### config.mk
export PLATFORM = sky130hd
export DESIGN_NAME = dmux4way16_router
export DESIGN_NICKNAME = d
export VERILOG_FILES = /design/src/rtl/dmux_pkg.sv /design/src/rtl/dmux_chan_fifo.sv /design/src/rtl/dmux4way16_router.sv
export SDC_FILE = /design/constraint.sdc
export NUM_CORES = 1
export LEC_CHECK = 0
export ABC_CLOCK_PERIOD_IN_PS = 5830
export CAP_MARGIN = 20
export CORE_MARGIN = 2
export CORE_UTILIZATION = 57
export CTS_CLUSTER_SIZE = 14
export DETAILED_ROUTE_END_ITERATION = 6
export PLACE_DENSITY = 0.84
export SYNTH_ARGS = -nofsm -noshare
export SYNTH_HDL_FRONTEND = slang
export SYNTH_SLANG_ARGS = --single-unit
### constraint.sdc
create_clock -name clk -period 5.83 [get_ports clk]
set_input_delay 0.8745 -clock clk [delete_from_list [all_inputs] [get_ports clk]]
set_output_delay 0.8745 -clock clk [all_outputs]
set_load 0.005 [all_outputs]
### src/rtl/dmux_pkg.sv
// dmux_pkg: shared channel enum and default sizing for the 4-way 16-bit router
package dmux_pkg;
    typedef enum logic [1:0] {CH_W, CH_X, CH_Y, CH_Z} dmux_ch_t;
    localparam int NUM_CH     = 4;
    localparam int DMUX_WIDTH = 16;
    localparam int DMUX_DEPTH = 2;
    localparam int DMUX_CNT_W = 16;
endpackage

### src/rtl/dmux_chan_fifo.sv
// dmux_chan_fifo: per-channel FIFO with wrap-bit pointers, zero data when empty
// Ports: clk, rst_n (async active-low), push/din write side,
//        pop/dout read side (dout = head, 0 when empty), full, empty status.
module dmux_chan_fifo
    import dmux_pkg::*;
#(
    parameter int WIDTH = DMUX_WIDTH,
    parameter int DEPTH = DMUX_DEPTH
) (
    input  logic             clk,
    input  logic             rst_n,
    input  logic             push,
    input  logic [WIDTH-1:0] din,
    input  logic             pop,
    output logic [WIDTH-1:0] dout,
    output logic             full,
    output logic             empty
);
    localparam int AW = $clog2(DEPTH);
    logic [WIDTH-1:0] mem_q [DEPTH];
    logic [AW:0]      wr_q, rd_q, wr_d, rd_d;
    logic             do_push, do_pop;
    assign empty   = wr_q == rd_q;
    assign full    = (wr_q[AW] != rd_q[AW]) && (wr_q[AW-1:0] == rd_q[AW-1:0]);
    // A full FIFO may still take a push when its head leaves in the same cycle
    assign do_pop  = pop && !empty;
    assign do_push = push && (!full || do_pop);
    assign wr_d    = wr_q + (AW+1)'(do_push);
    assign rd_d    = rd_q + (AW+1)'(do_pop);
    assign dout    = empty ? '0 : mem_q[rd_q[AW-1:0]];
    always_ff @(posedge clk or negedge rst_n) begin
        if (!rst_n) begin
            wr_q <= '0;
            rd_q <= '0;
        end else begin
            wr_q <= wr_d;
            rd_q <= rd_d;
        end
    end
    always_ff @(posedge clk) begin
        if (do_push) mem_q[wr_q[AW-1:0]] <= din;
    end
endmodule

### src/rtl/dmux4way16_router.sv
// dmux4way16_router: registered 4-way demux steering valid/ready words into per-channel FIFOs
// Ports: clk, rst_n (async active-low); IN/s/in_valid/in_ready producer side;
//        W/X/Y/Z channel heads with out_valid/out_ready per channel (bit0=W .. bit3=Z);
//        route_cnt saturating accepted-word counters, present only with DMUX_STATS_EN defined.
module dmux4way16_router
    import dmux_pkg::*;
#(
    parameter int WIDTH = DMUX_WIDTH,
    parameter int DEPTH = DMUX_DEPTH
`ifdef DMUX_STATS_EN
    , parameter int CNT_W = DMUX_CNT_W
`endif
) (
    input  logic               clk,
    input  logic               rst_n,
    input  logic [WIDTH-1:0]   IN,
    input  logic [1:0]         s,
    input  logic               in_valid,
    output logic               in_ready,
    output logic [WIDTH-1:0]   W,
    output logic [WIDTH-1:0]   X,
    output logic [WIDTH-1:0]   Y,
    output logic [WIDTH-1:0]   Z,
    output logic [NUM_CH-1:0]  out_valid,
    input  logic [NUM_CH-1:0]  out_ready
`ifdef DMUX_STATS_EN
    , output logic [NUM_CH*CNT_W-1:0] route_cnt
`endif
);
    logic [NUM_CH-1:0] full, empty, push, pop;
    logic [WIDTH-1:0]  dout [NUM_CH];
    dmux_ch_t          ch;
    assign ch        = dmux_ch_t'(s);
    // Depends only on s and the selected channel's state/ready, never on in_valid
    assign in_ready  = !full[s] || out_ready[s];
    assign out_valid = ~empty;
    assign pop       = out_valid & out_ready;
    assign W         = dout[CH_W];
    assign X         = dout[CH_X];
    assign Y         = dout[CH_Y];
    assign Z         = dout[CH_Z];
    for (genvar i = 0; i < NUM_CH; i++) begin : g_ch
        assign push[i] = in_valid && in_ready && (ch == dmux_ch_t'(i));
        dmux_chan_fifo #(.WIDTH(WIDTH), .DEPTH(DEPTH)) u_fifo (
            .clk   (clk),
            .rst_n (rst_n),
            .push  (push[i]),
            .din   (IN),
            .pop   (pop[i]),
            .dout  (dout[i]),
            .full  (full[i]),
            .empty (empty[i])
        );
    end
`ifdef DMUX_STATS_EN
    logic [CNT_W-1:0] cnt_q [NUM_CH];
    logic [CNT_W-1:0] cnt_d [NUM_CH];
    always_comb begin
        for (int i = 0; i < NUM_CH; i++)
            cnt_d[i] = (push[i] && cnt_q[i] != '1) ? cnt_q[i] + CNT_W'(1) : cnt_q[i];
    end
    always_ff @(posedge clk or negedge rst_n) begin
        if (!rst_n) begin
            for (int i = 0; i < NUM_CH; i++) cnt_q[i] <= '0;
        end else begin
            for (int i = 0; i < NUM_CH; i++) cnt_q[i] <= cnt_d[i];
        end
    end
    for (genvar i = 0; i < NUM_CH; i++) begin : g_cnt
        assign route_cnt[i*CNT_W +: CNT_W] = cnt_q[i];
    end
`endif
endmodule

==> summary.txt, run 1 <==
Synth
  – Asr flop ratio synth: 11.1%
  – Mapped Cells: 354
  – Yosys warns: 0
  – Synth top area cells: edfxtp_1 (67%), mux2i_1 (11%), dfrtp_1 (7.0%), nor2_1 (4.4%), ha_1 (2.6%)
  – Count leader, synth: edfxtp_1
  – Synth top area share: 67.1%
  – Synthesized area: 5730 sq um
  – Post-synth EDFFs: 128
  – Seq cells post-synth: 144
  – Syn nets: 391
  – Yosys top cell by area: edfxtp_1
  – Syn avg cell area: 16.2 sq um
  – Ys flop type: edfxtp_1
  – Seq/Total Area, Yosys: 74.0%
  – Post-synth cell types: 26
  – Commonest cells post-synth: edfxtp_1 (128), nor2_1 (67), mux2i_1 (64)

STA
  – Fmax: 245 MHz
  – Final min period: 4.09 ns
  – Final worst path period share: 70.1%
  – Setup TNS: 0 ns
  – Final slew viol count: 0
  – Post-route worst setup slack: 1.74 ns
  – Worst-margin pin slew: 1.14 ns
  – Relative slew slack: 23.7%
  – Worst clock skew: 0.00578 ns
  – RSZ-0062 raised after global routing: false
  – Hold Fails Final Rpt: 0
  – # setup viols final: 0

Setup path
  – Worst EP required: 4.96 ns
  – CP max stage delay: 1.01 ns
  – Worst-path cell chain: xor2_1 > and2b_1 > nor2_1 > clkdlybuf4s50_1
  – CP arrival: 3.21 ns
  – Crit path capture type: primary output
  – Startpoint types: flop
  – Worst-path fanout max: 18
  – Slowest-stage cell, CP: dfrtp_1
  – Critical path type: reg2out

Clocking
  – Clock latency on the worst-skew pair: 0.53 ns
  – Postcts setup bufs: 0
  – CTS tree: done
  – Num CTS Buffers: 17
  – Htree depth: 4
  – CTS clk-pin slew, worst paths: 0.06 ns
  – Hold_buf cts: 0
  – Clock Sinks: 144
  – Clk root buf: clkbuf_8
  – Clk buf depth: 2
  – Post-CTS sizing: 0

GRT
  – First-pass GRT wire length: 19200 microns
  – M2 GR Usage: 43.7%
  – Grt peak-use layer: met2
  – Routing usage on met1: 26.4%
  – Vias in the first global route: 3455
  – Initial antenna violation count: 0
  – Largest net degree at the start of global routing: 20
  – Total track usage: 24.4%
  – Met3 Use GR: 6.77%
  – Grt total ovfl: 0

Placement
  – Pre-CTS setup slack: 2.23 ns
  – HPWL Detailed: 7810 microns
  – Port-buffer cells: 93
  – Placer Congestion: 0.812
  – Placed inst area: 6770 sq um

Pwr
  – Power per cell area: 571 nW/um^2
  – P_leak: 2.80 nW
  – Peak supply drop: 0.000384 V

Floorplanning
  – Rows: 36
  – Die X: 104 microns
  – IO Pins: 94
  – Core Area: 9770 sq um
  – Die area: 10900 sq um
  – Die Ht: 104 microns
  – Initial Utilization: 58.6%

Cells and area
  – # diodes: 0
  – Area delta synth->final: 28.3%
  – Fin area: 7350 sq um
  – Post-layout nets: 491
  – Final core occ: 75.2%
  – Layout cells sized above 1: 7.28%

Route
  – Post-route ant nets: 0
  – Iter 0 DRT Violations: 234
  – Drt wl/cell: 21.2 microns
  – Drt total wl: 12700 microns
  – Routed vias/inst: 5.51
  – Via count: 3304
  – Drt pass-1 iters: 4
  – DRC: 0

Worst hold path
  – Min-Delay Path Class: reg2reg

Run
  – Max-Cap Viols: 0

Status
  – Status: complete, no violations
==> power breakdown <==
part,switching (W),total [W],leakage [nW],internal (W)
clock,0.000407,0.00105,0.273,0.000647
sequential,0.000172,0.00143,1.35,0.00126
combinational,0.000775,0.00172,1.18,0.000943
total,0.00135,0.00420,2.80,0.00285
==> logic make-up (layout without fill, tap and decap cells) <==
| family | count (synthesis) | after routing | share of synthesized area, % |
|---|---|---|---|
| xor+xnor | 18 | 18 | 2.75 |
| fa+ha+maj | 12 | 12 | 2.62 |
| mux | 65 | 65 | 11.6 |
| simple gates | 84 | 84 | 6.37 |
| flops | 144 | 144 | 74.0 |
| compound gates | 2 | 2 | 0.284 |
| buf+inv | 29 | 142 | 2.36 |
==> layer usage <==
layer  vias up  part of all wire (%)
li1       1485                     -
met1      1630                    37
met2       154                    53
met3        35                   6.8
met4         0                   3.5
met5         -                     0
==> layout by cell type, fill, tap and decap left out, types with 2 or more instances in the layout <==
master and count:
buf_4 4, bufinv_16 3, clkbuf_16 16, clkdlybuf4s50_1 93, clkinv_1 3, clkinv_2 2
clkinv_4 2, clkinvlp_4 4, dfrtp_1 16, edfxtp_1 128, ha_1 12, inv_1 13
mux2i_1 64, nor2_1 67, nor2b_1 4, nor3_1 4, or4b_1 2, xnor2_1 4
xor2_1 14
==> worst paths after layout <==
check	startpoint	endpoint	slack, ns	cells after the start
max	g_ch[1].u_fifo.rd_q[0]	X[7]	1.74	4
min	g_ch[2].u_fifo.rd_q[1]	g_ch[2].u_fifo.rd_q[1]	0.49	1
max reg2reg	g_ch[0].u_fifo.rd_q[0]	g_ch[0].u_fifo.mem_q[1][0]	2.70	4
min reg2reg	g_ch[2].u_fifo.rd_q[1]	g_ch[2].u_fifo.rd_q[1]	0.49	1
max in group asynchronous	rst_n	g_ch[1].u_fifo.rd_q[1]	4.59	1
min in group asynchronous	rst_n	g_ch[3].u_fifo.rd_q[0]	0.78	1
==> stage by stage <==
stage                     std cells  hold WS (ns)  power [W]
after CTS                       600         0.493    0.00422
after global routing            600         0.496    0.00438
after global placement          568         0.475    0.00308
after floorplan                 354         0.460    0.00214
final                           600         0.491    0.00420
after detailed placement        568         0.482    0.00315
==> area by class of cell <==
class	instances	area, sq um
timing repair buffer	97	961
clock buffer	17	414
sequential	144	4240
clock inverter	15	168
fill	571	2420
tap	133	166
inverter	13	48.8
multi-input combinational	181	1350
==> flip-flops by register name (all words and copies together) (netlist names) <==
register	count
g_ch.u_fifo.wr_q	8
g_ch.u_fifo.rd_q	8
g_ch.u_fifo.mem_q	128
==> worst max-delay path, delay by kind of cell, from the launching register on <==
kind | cells | cell delay (ns)
simple gates | 2 | 0.95
flops | 1 | 1.01
buf+inv | 1 | 0.51
xor+xnor | 1 | 0.20
No activity file was read; power rests on OpenSTA's default activity.
==> run 2: changes to the inputs <==
--- a/config.mk
+++ b/config.mk
@@ -5,13 +5,13 @@
 export SDC_FILE = /design/constraint.sdc
 export NUM_CORES = 1
 export LEC_CHECK = 0
-export ABC_CLOCK_PERIOD_IN_PS = 5830
+export ABC_CLOCK_PERIOD_IN_PS = 3850
 export CAP_MARGIN = 20
 export CORE_MARGIN = 2
-export CORE_UTILIZATION = 57
+export CORE_UTILIZATION = 53
 export CTS_CLUSTER_SIZE = 14
 export DETAILED_ROUTE_END_ITERATION = 6
-export PLACE_DENSITY = 0.84
+export PLACE_DENSITY = 0.79
 export SYNTH_ARGS = -nofsm -noshare
 export SYNTH_HDL_FRONTEND = slang
 export SYNTH_SLANG_ARGS = --single-unit
==> constraint.sdc (replaced) <==
create_clock -name clk -period 3.85 [get_ports clk]
set_input_delay 0.5775 -clock clk [delete_from_list [all_inputs] [get_ports clk]]
set_output_delay 0.5775 -clock clk [all_outputs]
set_load 0.005 [all_outputs]
==> run 2 against run 1 <==
  * Setup slack worse by 1.2 ns
  * Clock-buffer cell count grew 1
  * Clock skew up 0.00079 ns
  * Clock power increased by 39%
  * Wire length down 4.0%
  * Hold slack got worse by 0.0015 ns
  * Via count is 1.4% lower
  * Global-route usage fell by 2.2 points
  * Cell count is 1.7% higher
  * Critical path type unchanged
  * Largest cell class unchanged
  * Highest routed layer unchanged
==> summary.txt, run 2 (synthesized netlist as in run 1, its figures left out) <==
Clocking
  – CTS tree: done
  – CTS clk-pin slew, worst paths: 0.06 ns (about the same)
  – Clock latency on the worst-skew pair: 0.52 ns (about the same)
  – Htree depth: 4 (unchanged)
  – Clock Sinks: 144 (unchanged)
  – Clk buf depth: 2 (unchanged)
  – Post-CTS sizing: 0 (unchanged)
  – Postcts setup bufs: 0 (unchanged)
  – Hold_buf cts: 0 (unchanged)
  – Num CTS Buffers: 17 (unchanged)
  – Clk root buf: clkbuf_8

Pwr
  – Cell Int Power: 0.00421 W (+48%)
  – Net Sw Power: 0.00203 W (+50%)
  – Power per cell area: 847 nW/um^2 (+48%)
  – Sequential power share: 32.3% (-1.7 points)
  – Clk network pwr share: 23.5% (-1.6 points)
  – P_leak: 2.81 nW (+0.39%)
  – Logic pwr share: 44.2% (+3.3 points)
  – Peak supply drop: 0.000521 V (+36%)
  – Switch share: 32.5% (+0.32 points)

Cells and area
  – # diodes: 0 (unchanged)
  – Most frequent cells in the layout: edfxtp_1 (128), clkdlybuf4s50_1 (93), nor2_1 (67)
  – Reg area: 4240 sq um (unchanged)
  – Area delta synth->final: 28.5%
  – Post-layout nets: 498 (+1.4%)
  – Fin area: 7370 sq um (+0.17%)
  – Layout cells sized above 1: 8.65% (+1.4 points)
  – Max reg flops: 128 (unchanged)
  – Commonest non-fill, non-tap cell in the layout: edfxtp_1
  – Multi-input gate area: 1350 sq um (unchanged)
  – Fill cell count: 669 (+17%)

Setup path
  – Critical path type: reg2out
  – Worst-path fanout max: 10 (-8)
  – Worst EP required: 3.27 ns (-1.69 ns)
  – Startpoint types: flop
  – CP arrival: 2.74 ns (-0.47 ns)
  – Crit path capture type: primary output

Run
  – Max-Cap Viols: 0 (unchanged)

Floorplanning
  – Die Ht: 108 microns (+3.6%)
  – IO Pins: 94 (unchanged)
  – Rows: 37 (+2.8%)
  – Initial Utilization: 55.0% (-3.6 points)
  – Die area: 11700 sq um (+7.3%)
  – Core Area: 10400 sq um (+6.6%)
  – Die X: 108 microns (+3.6%)

STA
  – Final worst path period share: 86.2%
  – Setup TNS: 0 ns (unchanged)
  – Hold Fails Final Rpt: 0 (unchanged)
  – Final min period: 3.32 ns
  – Worst-margin pin slew: 0.980 ns (-0.164 ns)
  – Fmax: 301 MHz
  – RSZ-0062 raised after global routing: false
  – Post-route worst setup slack: 0.533 ns (-1.21 ns)
  – Final slew viol count: 0 (unchanged)
  – Relative slew slack: 34.7% (+11 points)
  – # setup viols final: 0 (unchanged)
  – Worst clock skew: 0.00657 ns (+0.000795 ns)

GRT
  – Total track usage: 22.2% (-2.2 points)
  – Initial antenna violation count: 0 (unchanged)
  – Vias in the first global route: 3346 (-3.2%)
  – Grt total ovfl: 0 (unchanged)
  – Largest net degree at the start of global routing: 19 (-5.0%)
  – First-pass GRT wire length: 18500 microns (-3.6%)

Route
  – Via count: 3259 (-1.4%)
  – DRC: 0 (unchanged)
  – Drt total wl: 12200 microns (-4.0%)
  – Post-route ant nets: 0 (unchanged)
  – Iter 0 DRT Violations: 139 (-41%)
  – Drt pass-1 iters: 4 (unchanged)
  – Drt wl/cell: 20.1 microns (-5.5%)
  – Routed vias/inst: 5.34 (-3.0%)

Placement
  – Port-buffer cells: 93 (unchanged)
  – HPWL Detailed: 7840 microns (+0.49%)
  – Pre-CTS setup slack: 0.864 ns (-1.37 ns)
  – Placer Congestion: 0.832 (+2.5%)
  – Placed inst area: 6830 sq um (+0.83%)

Status
  – Status: complete, no violations

Worst hold path
  – Min-Delay Path Class: in2async
[run 2: critical path, stage by stage, from the launching register on]
cell and delay (ns):
dfrtp_1 0.40, xnor2_1 0.26, nor2b_1 0.72, buf_4 0.32
nor2_1 0.07, clkdlybuf4s50_1 0.45
[run 2: final timing paths]
path,depth (start not counted),start,end,slack (ns)
worst max register to register,4,g_ch[2].u_fifo.wr_q[0],g_ch[2].u_fifo.mem_q[1][10],1.41
worst max-delay path,5,g_ch[2].u_fifo.wr_q[1],Y[0],0.53
max in group asynchronous,1,rst_n,g_ch[2].u_fifo.wr_q[1],2.89
worst min register to register,1,g_ch[1].u_fifo.wr_q[1],g_ch[1].u_fifo.wr_q[1],0.49
min in group clk,1,g_ch[1].u_fifo.wr_q[1],g_ch[1].u_fifo.wr_q[1],0.49
worst min-delay path,1,rst_n,g_ch[1].u_fifo.wr_q[0],0.49
[run 2: stage by stage]
stage / utilization [%] / instances / hold WS, ns / power (W)
6_report: 70.7 / 610 / 0.489 / 0.00624
5_1_grt: 70.7 / 610 / 0.500 / 0.00655
4_1_cts: 70.7 / 610 / 0.488 / 0.00629
3_5_place_dp: 65.6 / 578 / 0.476 / 0.00482
3_3_place_gp: 65.6 / 578 / 0.475 / 0.00477
2_1_floorplan: - / 354 / 0.282 / 0.00325
[run 2: power groups by stage]
stage | combinational (W) | sequential [W] | clock (W)
after floorplan | 0.00123 | 0.00202 | 0
after global placement | 0.00273 | 0.00204 | 0
after detailed placement | 0.00277 | 0.00205 | 0
after CTS | 0.00280 | 0.00202 | 0.00148
after global routing | 0.00297 | 0.00203 | 0.00155
final | 0.00276 | 0.00202 | 0.00146
[run 2: layer usage]
| layer | vias up | global-route usage [%] | wire length, microns |
|---|---|---|---|
| met4 | 0 | 9.80 | 277 |
| met5 | - | 0 | 0 |
| met2 | 118 | 36.3 | 6220 |
| li1 | 1498 | - | - |
| met3 | 24 | 4.70 | 642 |
| met1 | 1619 | 29.0 | 5090 |
[run 2: final cells by class]
class	instances	area share (%)
clock buffers	18	5.67
well taps	136	2.31
repair buffers	104	13.8
inverters	13	0.662
clock inverters	14	1.63
flip-flops and latches	144	57.6
multi-input cells	181	18.4
